<file path="config.mk">
export PLATFORM = sky130hd
export DESIGN_NAME = pm_loader
export DESIGN_NICKNAME = d
export VERILOG_FILES = /design/src/rtl/pm_loader.sv
export SDC_FILE = /design/constraint.sdc
export NUM_CORES = 1
export LEC_CHECK = 0
export ABC_CLOCK_PERIOD_IN_PS = 2800
export CAP_MARGIN = 25
export CORE_AREA = 5 5 100 102
export DETAILED_ROUTE_END_ITERATION = 12
export DIE_AREA = 0 0 105 107
export GPL_TIMING_DRIVEN = 0
export PLACE_DENSITY = 0.83
export SYNTH_ARGS = -nofsm -noshare
export SYNTH_HDL_FRONTEND = slang
export SYNTH_SLANG_ARGS = --single-unit
</file>
<file path="constraint.sdc">
create_clock -name clk -period 2.8 [get_ports clk]
set_input_delay 0.56 -clock clk [delete_from_list [all_inputs] [get_ports clk]]
set_output_delay 0.56 -clock clk [all_outputs]
set_load 0.01 [all_outputs]
</file>
<file path="src/rtl/pm_loader.sv">
// Boot-time loader: streams instruction words into program memory from address 0,
// optionally reads the image back and checks it (enable with `define PM_LOADER_VERIFY_EN).
`timescale 1ns/1ps
module pm_loader #(
    parameter int DEPTH = 32,
    parameter int WIDTH = 68
) (
    input  logic                       clk,
    input  logic                       rst,
    input  logic                       load_start,
    input  logic                       in_valid,
    output logic                       in_ready,
    input  logic [WIDTH-1:0]           in_inst,
    input  logic                       in_last,
    output logic [$clog2(DEPTH)-1:0]   address,
    output logic                       PM_wr,
    output logic                       PM_rd,
    output logic [WIDTH-1:0]           input_inst,
    input  logic [WIDTH-1:0]           inst,
    output logic                       busy,
    output logic                       load_done,
    output logic [$clog2(DEPTH):0]     load_count,
    output logic                       load_error,
    output logic [2:0]                 fsm_state
);
    localparam int AW = $clog2(DEPTH);
    localparam int CW = AW + 1;

    // Handshake: a beat transfers on a rising edge where in_valid && in_ready;
    // in_ready is high exactly while in LOAD and never depends on in_valid.

    typedef enum logic [2:0] {
        S_IDLE   = 3'd0,
        S_LOAD   = 3'd1,
        S_FLUSH  = 3'd2,
        S_VERIFY = 3'd3,
        S_DONE   = 3'd4
    } state_e;

    state_e state_q, state_d;

    logic             accept;
    logic             start;
    logic             final_beat;
    logic             cmp_q;
    logic [AW-1:0]    wr_ptr_q;
    logic [AW-1:0]    wr_addr_q;
    logic             pm_wr_q;
    logic [WIDTH-1:0] wr_data_q;
    logic [CW-1:0]    count_q;

    assign accept     = (state_q == S_LOAD) && in_valid;
    assign start      = ((state_q == S_IDLE) || (state_q == S_DONE)) && load_start;
    assign final_beat = in_last || (count_q == CW'(DEPTH - 1));

    always_ff @(posedge clk) begin
        if (rst) begin
            state_q <= S_IDLE;
        end else begin
            state_q <= state_d;
        end
    end

    always_comb begin
        state_d   = state_q;
        in_ready  = 1'b0;
        busy      = 1'b1;
        load_done = 1'b0;
        case (state_q)
            S_IDLE: begin
                busy = 1'b0;
                if (load_start) state_d = S_LOAD;
            end
            S_LOAD: begin
                in_ready = 1'b1;
                if (accept && final_beat) state_d = S_FLUSH;
            end
`ifdef PM_LOADER_VERIFY_EN
            S_FLUSH:  state_d = S_VERIFY;
            S_VERIFY: if (cmp_q) state_d = S_DONE;
`else
            S_FLUSH:  state_d = S_DONE;
            S_VERIFY: state_d = S_DONE;
`endif
            S_DONE: begin
                busy      = 1'b0;
                load_done = 1'b1;
                if (load_start) state_d = S_LOAD;
            end
            default: state_d = S_IDLE;
        endcase
    end

    // Write stage: the accepted word is presented to memory one cycle later.
    always_ff @(posedge clk) begin
        if (rst) begin
            wr_ptr_q  <= '0;
            wr_addr_q <= '0;
            pm_wr_q   <= 1'b0;
            wr_data_q <= '0;
            count_q   <= '0;
        end else begin
            pm_wr_q <= 1'b0;
            if (start) begin
                wr_ptr_q <= '0;
                count_q  <= '0;
            end else if (accept) begin
                pm_wr_q   <= 1'b1;
                wr_addr_q <= wr_ptr_q;
                wr_data_q <= in_inst;
                count_q   <= count_q + CW'(1);
                if (wr_ptr_q != AW'(DEPTH - 1)) wr_ptr_q <= wr_ptr_q + AW'(1);
            end
        end
    end

`ifdef PM_LOADER_VERIFY_EN
    logic [WIDTH-1:0] checksum_q;
    logic [WIDTH-1:0] readback_q;
    logic [AW-1:0]    rd_addr_q;
    logic             pm_rd_q;
    logic             rd_last_q;
    logic             rd_v1_q;
    logic             rd_last1_q;
    logic             error_q;

    always_ff @(posedge clk) begin
        if (rst || start) begin
            checksum_q <= '0;
            readback_q <= '0;
            rd_addr_q  <= '0;
            pm_rd_q    <= 1'b0;
            rd_last_q  <= 1'b0;
            rd_v1_q    <= 1'b0;
            rd_last1_q <= 1'b0;
            cmp_q      <= 1'b0;
            error_q    <= 1'b0;
        end else begin
            if (accept) checksum_q <= checksum_q ^ in_inst;

            // Reads start after FLUSH so the last write has already landed.
            if (state_q == S_FLUSH) begin
                pm_rd_q   <= 1'b1;
                rd_addr_q <= '0;
                rd_last_q <= (count_q == CW'(1));
            end else if (pm_rd_q && !rd_last_q) begin
                rd_addr_q <= rd_addr_q + AW'(1);
                rd_last_q <= ({1'b0, rd_addr_q} + CW'(2)) == count_q;
            end else begin
                pm_rd_q   <= 1'b0;
                rd_last_q <= 1'b0;
            end

            rd_v1_q    <= pm_rd_q;
            rd_last1_q <= pm_rd_q && rd_last_q;
            cmp_q      <= rd_v1_q && rd_last1_q;
            if (rd_v1_q) readback_q <= readback_q ^ inst;

            if ((state_q == S_VERIFY) && cmp_q) error_q <= (readback_q != checksum_q);
        end
    end

    assign PM_rd      = pm_rd_q;
    assign address    = pm_rd_q ? rd_addr_q : wr_addr_q;
    assign load_error = error_q;
`else
    logic unused_inst;
    assign unused_inst = ^inst;
    assign cmp_q       = 1'b0;
    assign PM_rd       = 1'b0;
    assign address     = wr_addr_q;
    assign load_error  = 1'b0;
`endif

    assign PM_wr      = pm_wr_q;
    assign input_inst = wr_data_q;
    assign load_count = count_q;
    assign fsm_state  = state_q;

endmodule

</file>
==> results.py <==
metrics = {
    "timing": {
        "finalCriticalPeriod_ns": 2.325,
        "hold_viol_final": 0,
        "drv_slew": 0,
        "fin_tns_setup_ns": 0,
        "setup_violations": 0,
        "finalClockSkew_ns": 0.01125,
        "min_period_over_period_pct": 83.03,
        "fmax_mhz": 430.2,
        "rsz0062_at_grt": "no",
    },
    "place": {
        "post_dp_cell_area_mm2": 0.004947,
        "io_buffers": 158,
        "routabilityCongestion": 0.7525,
        "placedCellCount": 668,
        "dp_hpwl_um": 7280,
    },
    "synth": {
        "ys_async_sr_fraction_pct": 0,
        "seq_area_frac_synth_pct": 54.66,
        "syn_inst": 398,
        "synthTopCellsByArea": "dfxtp_1 (55%), nand2_1 (17%), a21oi_1 (13%)",
        "synth.avg_cell_area_um2": 8.098,
        "ys.flop_type": "dfxtp_1",
        "synth_top_area_share_pct": 54.66,
        "yosysWarnings": 0,
        "ys_types": 31,
        "synth_area_mm2": 0.003223,
        "synth_top_cell_by_area": "dfxtp_1",
        "synth_seq_cells": 88,
        "synth_edf_count": 0,
    },
    "layout": {
        "fill_cells": 812,
        "fin_area_mm2": 0.005175,
        "finalNonFillerCells": 684,
        "area_growth_syn_to_layout_pct": 60.56,
        "antenna_cells": 0,
        "nets": 712,
        "drive_gt1_share_pct": 6.981,
    },
    "cts": {
        "postCtsSetupRepairBufs": 0,
        "htree_num_levels": 3,
        "clk_pin_slew_worst_paths_ns": 0.08,
        "post_cts_resized": 0,
        "cts_buffers": 9,
        "root_buffer": "clkbuf_8",
        "hold_buffers": 0,
        "clk_latency_ns": 0.34,
        "numClockSinks": 88,
        "cts_tree": "done",
        "cts.path.max_buffers": 2,
    },
    "global_routing": {
        "grt_pass1_vias": 3053,
        "grt_first_pass_wirelength_um": 14980,
        "grt.overflow.total": 0,
        "antenna_found_initial": 0,
        "grt_max_degree": 16,
        "grt_use_total_pct": 16.16,
    },
    "floorplan": {
        "initial_core_util_pct": 35.73,
        "die_h_um": 107,
        "dieArea_mm2": 0.01124,
        "ioPinCount": 229,
        "coreArea_mm2": 0.009021,
        "rows": 35,
        "die-width_um": 105,
    },
    "setup_path": {
        "slowest_delay_ns": 0.62,
        "critPathArrivalTime_ns": 1.76,
        "critPathMaxFanout": 7,
        "path_cells": "nor3b_1, clkdlybuf4s50_1",
        "worstSetupStartpoint": "fsm_state[0]$_SDFFE_PP0P_",
        "slowest_stage": "clkdlybuf4s50_1",
        "cp_data_required_time_ns": 2.24,
        "cp-start-kind": "register",
        "critical_path_class": "register to output port",
        "worstSetupEndpointType": "output port",
        "reg2reg_from": "wr_ptr_q[0]$_SDFFE_PP0P_",
    },
    "power": {
        "total_power_mw": 2.668,
        "powerDensity_mw_per_mm2": 515.6,
        "p_leak_nw": 1.806,
        "peakVddDrop_mv": 0.3571,
    },
    "min_path": {
        "min_from": "input_inst[41]$_SDFFE_PP0P_",
        "hold_class": "register to register",
    },
    "routing": {
        "wl_per_cell_um": 13.85,
        "drtPass1Iterations": 5,
        "first_iter_violations": 98,
        "avgViaCountPerCell": 4.731,
        "vias": 3236,
        "ant_nets": 0,
        "drt-total-wl_um": 9475,
        "drcViolationCount": 0,
    },
    "outcome": {
        "status": "complete, no violations",
    },
    "flow_run": {
        "cap_violations": 0,
    },
}
## critical path, delay by kind of cell (launching register included)
kind / cells / cell delay (ns)
buf+inv: 1 / 0.62
flops: 1 / 0.49
simple gates: 1 / 0.31
## placed cells by master (no fill, tap or decap)
cell type,count
clkdlybuf4s50_1,158
nand2_1,149
dfxtp_1,88
a21oi_1,84
buf_2,17
clkbuf_8,10
clkbuf_1,9
inv_1,6
nor2_1,4
o21ai_0,4
o31ai_1,3
or4_1,3
nand3_1,3
ha_1,3
and3_1,2
and2_1,2
a31o_2,2
nand4_1,2
or3_1,2
buf_4,2
conb_1,2
inv_6,2
bufinv_16,2
or2_2,1
nor3b_1,1
and4bb_1,1
nand4bb_4,1
or3b_1,1
nand2b_1,1
buf_6,1
xnor2_1,1
nor2b_1,1
a311oi_1,1
nor4b_1,1
a31o_1,1
clkinv_2,1
clkinvlp_4,1
## path summary, 6_finish.rpt
check | to | slack (ns) | depth (start not counted)
setup / recovery | in_ready | 0.48 | 2
setup reg to reg | wr_ptr_q[3]$_SDFFE_PP0P_ | 1.00 | 5
hold / removal | input_inst[41]$_SDFFE_PP0P_ | 0.46 | 2
hold reg to reg | input_inst[41]$_SDFFE_PP0P_ | 0.46 | 2
## where the power goes
part	leakage, nW	total, mW	switching, mW	internal, mW
sequential	0.713	1.32	0.0246	1.29
clock	0.113	0.984	0.452	0.532
combinational	0.980	0.366	0.156	0.210
total	1.81	2.67	0.633	2.04
## synthesized netlist by cell type, types with 3 or more instances
cell type	n
nand2_1	149
clkbuf_1	9
inv_1	6
ha_1	3
a21oi_1	84
o31ai_1	3
buf_2	17
nor2_1	4
or4_1	3
nand3_1	3
o21ai_0	4
dfxtp_1	88
## logic make-up after synthesis
family	count (synthesis)	synth area share, %
adders and majority gates	3	1.165
buffers and inverters	35	5.202
AOI/OAI and AO/OA	95	15.45
xor gates and xnor gates	1	0.2718
other	1	0.1163
DFF	88	54.66
and+or+nand+nor	175	23.14
## per-stage QoR
step           setup slack, ns  hold WS [ns]  util (%)
5_1_grt                 0.3237        0.4752     57.36
3_3_place_gp            0.6155        0.4418     54.84
2_1_floorplan            1.178        0.4457         -
6_report                0.4753        0.4555     57.36
4_1_cts                 0.4506        0.4590     57.36
3_5_place_dp            0.5862        0.4465     54.84
## state kept, by name, summed over array words and instances, names as in the netlist
signal and flops:
fsm_state 3, address 5, PM_wr 1, wr_ptr_q 5, load_count 6, input_inst 68
## final cells by class
type	count	area (um^2)	share of cell area (%)
Timing Repair Buffer	158	1582	30.56
Clock buffer	10	137.6	2.660
Buffer	29	145.1	2.805
Inverter	6	22.52	0.4352
Tap cell	111	138.9	2.684
Multi-Input combinational cell	276	1297	25.07
Clock inverter	6	90.09	1.741
Sequential cell	88	1762	34.04
## layer usage
metal	routed length, um	vias up	GRT usage, %	part of all wire, %
li1	-	1637	-	-
met1	4078	1460	19.58	43
met2	4441	126	26.62	47
met3	806	13	5.960	8.5
met4	149	0	5.114	1.6
met5	0	-	0	0
Power figures use the tool's default switching activity.
==> edit 1, RTL diff (same settings) <==
Register the output `load_count` once more, cleared by the reset; this adds one clock of latency there. The other outputs are not delayed to match.
--- a/src/rtl/pm_loader.sv
+++ b/src/rtl/pm_loader.sv
@@ -174,7 +174,13 @@
 
     assign PM_wr      = pm_wr_q;
     assign input_inst = wr_data_q;
-    assign load_count = count_q;
+    always_ff @(posedge clk) begin
+        if (rst) begin
+            load_count <= '0;
+        end else begin
+            load_count <= count_q;
+        end
+    end
     assign fsm_state  = state_q;
 
 endmodule
Formal check against the unedited RTL: not equivalent (Yosys sat finds a counterexample within 4 cycles, from zero or initial values and one cycle with rst high).
==> edit 1 against the original RTL <==
Maximum frequency up 3.2%; count of clock-buffer cells in the layout up 2; setup slack better by 0.071 ns; clock skew down 0.0014 ns; power down 3.1%; cell area up 2.1%; routed wire length up 5.8%; utilization up 1.2 points; die area unchanged; sequential cell count up 6; area after synthesis up 5.0%; largest power group unchanged.
==> edit 1: results <==
global_routing:
  grt_pass1_vias: 3238
  grt_pass1_wl_um: 16000
  grt_max_degree: 16
  antenna_found_initial: 0
  grt_usage_pct: 17.4
layout:
  fin_nets: 725
  drive_above_1_share_pct: 6.83
  nFillCells: 775
timing:
  whs_ns: 0.455
  fin_skew_ns: 0.00981
synth:
  synth_common_cells: "nand2_1 (149), dfxtp_1 (94), a21oi_1 (83)"
  synth_area_leaders: "dfxtp_1 (56%), nand2_1 (17%), a21oi_1 (12%)"
  seq_area_frac_synth_pct: 55.6
worst_setup_path:
  critical_path.max_stage_delay_ns: 0.59
  reg2reg_slack_ns: 1.04
  r2r_cells: 5
  critPathArrivalTime_ns: 1.69
clock_tree:
  clockBufferDepth: 2
  insertion_delay_ns: 0.36
route:
  avgViaCountPerCell: 4.76
  detail_route.wl_per_cell_um: 14.4
  drt_first_pass_iters: 4
min_path:
  hold_end: "input_inst[64]$_SDFFE_PP0P_"
  hold_start: "input_inst[64]$_SDFFE_PP0P_"
status:
  outcome: "completed"
placement:
  dp_hpwl_um: 7640
  place_congestion: 0.798
power_and_ir_drop:
  cellLeakagePower_nw: 1.84
  peakVddDrop_mv: 0.280
==> edit 1: changes by cell type after synthesis <==
cell / delta
a21oi_1: -1
a21oi_2: +1
a31o_1: -1
a31o_2: +1
clkbuf_1: +1
dfxtp_1: +6
nor2_1: +2
nor2b_1: +4
==> edit 1: area by class of cell <==
| type | count | share of cell area [%] |
|---|---|---|
| clock inverter | 4 | 0.616 |
| multi-input combinational | 282 | 25.2 |
| sequential | 94 | 35.6 |
| clock buffer | 12 | 2.75 |
| inverter | 6 | 0.426 |
| timing repair buffer | 158 | 29.9 |
| tap | 111 | 2.63 |
| buffer | 30 | 2.82 |
==> edit 1: worst max-delay path by stage <==
stage | startpoint | end | slack, ns | depth (start not counted)
after floorplan | wr_ptr_q[0]$_SDFFE_PP0P_ | wr_ptr_q[3]$_SDFFE_PP0P_ | 1.18 | 5
after global placement | rst | load_count[1]$_SDFF_PP0_ | 0.58 | 4
after detailed placement | rst | fsm_state[0]$_SDFFE_PP0P_ | 0.53 | 4
after CTS | fsm_state[0]$_SDFFE_PP0P_ | in_ready | 0.50 | 2
after global routing | fsm_state[0]$_SDFFE_PP0P_ | in_ready | 0.39 | 2
final | fsm_state[0]$_SDFFE_PP0P_ | in_ready | 0.55 | 2
==> edit 1: kinds of logic (layout without fill, tap and decap cells) <==
| logic type | Yosys count | in the layout | share of synthesized area [%] |
|---|---|---|---|
| xor+xnor | 1 | 1 | 0.259 |
| other cells | 1 | 2 | 0.111 |
| buf+inv | 36 | 210 | 5.07 |
| flops | 94 | 94 | 55.6 |
| fa+ha+maj | 3 | 3 | 1.11 |
| simple gates | 181 | 181 | 23.0 |
| compound gates | 95 | 95 | 14.8 |
==> edit 1: routing by layer <==
| metal | share of wire, % | vias to the layer above | global-route usage (%) |
|---|---|---|---|
| li1 | - | 1676 | - |
| met1 | 41 | 1495 | 20.4 |
| met2 | 50 | 128 | 29.9 |
| met3 | 7.6 | 17 | 5.84 |
| met4 | 1.8 | 0 | 5.48 |
| met5 | 0 | - | 0 |
==> edit 1: critical path, delay by kind of cell (launching register included) <==
| kind | cells | cell delay, ns |
|---|---|---|
| buffers and inverters | 1 | 0.59 |
| DFF | 1 | 0.46 |
| and+or+nand+nor | 1 | 0.29 |
==> edit 1: stage by stage <==
step	cells	worst slack (ns)	instance area [um2]	utilization (%)	total power, W
final	697	0.546	5290	58.6	0.00259
after global routing	697	0.390	5290	58.6	0.00270
after CTS	697	0.496	5290	58.6	0.00262
after detailed placement	681	0.534	5110	56.6	0.00181
after global placement	681	0.578	5110	56.6	0.00180
after floorplan	412	1.18	3390	-	0.00157
==> edit 1: report_power, final <==
part           total (W)  internal, W  switching, W
Sequential       0.00140      0.00138     0.0000241
Clock           0.000813     0.000351      0.000462
Combinational   0.000369     0.000210      0.000159
Total            0.00259      0.00194      0.000645
==> edit 2, RTL diff (same settings) <==
Without the edit above. Change the parameter `DEPTH` from 32 to 64.
--- a/src/rtl/pm_loader.sv
+++ b/src/rtl/pm_loader.sv
@@ -2,7 +2,7 @@
 // optionally reads the image back and checks it (enable with `define PM_LOADER_VERIFY_EN).
 `timescale 1ns/1ps
 module pm_loader #(
-    parameter int DEPTH = 32,
+    parameter int DEPTH = 64,
     parameter int WIDTH = 68
 ) (
     input  logic                       clk,
Ports: changed (resized address and load_count); port bits go from 229 to 231. The function was not compared with the original's and may differ.
==> edit 2 against the original RTL <==
First-iteration DRC count shrank 2.0%; sequential cell count is 3 higher; area after synthesis is 3.7% higher; routed wire length rose by 5.0%; power decreased by 2.3%; maximum frequency rose by 4.2%; combinational power increased by 1%; critical path type unchanged; setup slack gained 0.093 ns; cell area increased by 1.9%.
==> edit 2: results <==
power_and_ir_drop:
  clock_power_share_pct: 33.6
  p_comb_w: 0.000370
  cellLeakagePower_nw: 1.83
  seqPwrFrac_pct: 52.2
synth:
  synth.mux.area_fraction_pct: 0.599
  synth_xor_area_share_pct: 0.262
  seq_area_frac_synth_pct: 54.5
  synth_common_cells: "nand2_1 (152), dfxtp_1 (91), a21oi_1 (84)"
  netlist-cell-type-count: 34
min_path:
  hold_end: "input_inst[58]$_SDFFE_PP0P_"
layout:
  inverters: 3
  nFillCells: 817
  seq_share_pct: 34.6
  multi_input_area_share_pct: 25.8
  n_clock_buffer: 12
  nNonClkBuffers: 191
route:
  drt_first_pass_iters: 4
  avgViaCountPerCell: 4.82
status:
  outcome: "completed"
placement:
  place.port_buffers: 159
  numPlacedInstances: 684
  pre_cts_ws_ns: 0.485
  postPlaceCellArea_mm2: 0.00508
global_routing:
  grt_pass1_wl_um: 15700
  grt_max_degree: 15
worst_setup_path:
  critPathArrivalTime_ns: 1.67
  r2r_end: "input_inst[7]$_SDFFE_PP0P_"
## edit 2: cell types whose count changed in the layout (fill, tap and decap cells not counted), moves of 3 or more
cell and delta:
nand3b_1 +3, inv_1 -3, nand2_1 +3, clkbuf_1 +4
dfxtp_1 +3
## edit 2: how the worst max path moves through the flow
stage	startpoint	to	slack, ns	depth (start not counted)
after global routing	fsm_state[0]$_SDFFE_PP0P_	in_ready	0.49	2
after floorplan	rst	input_inst[23]$_SDFFE_PP0P_	1.28	4
after global placement	in_valid	input_inst[24]$_SDFFE_PP0P_	0.57	6
after detailed placement	in_valid	input_inst[7]$_SDFFE_PP0P_	0.49	6
final	fsm_state[1]$_SDFFE_PP0P_	load_done	0.57	3
after CTS	fsm_state[1]$_SDFFE_PP0P_	load_done	0.55	3
## edit 2: metal layers
metal	vias to the layer above	wire length, um	part of all wire [%]
met5	-	0	0
met4	0	172	1.7
met3	19	676	6.8
met2	96	5130	52
met1	1557	3970	40
li1	1702	-	-
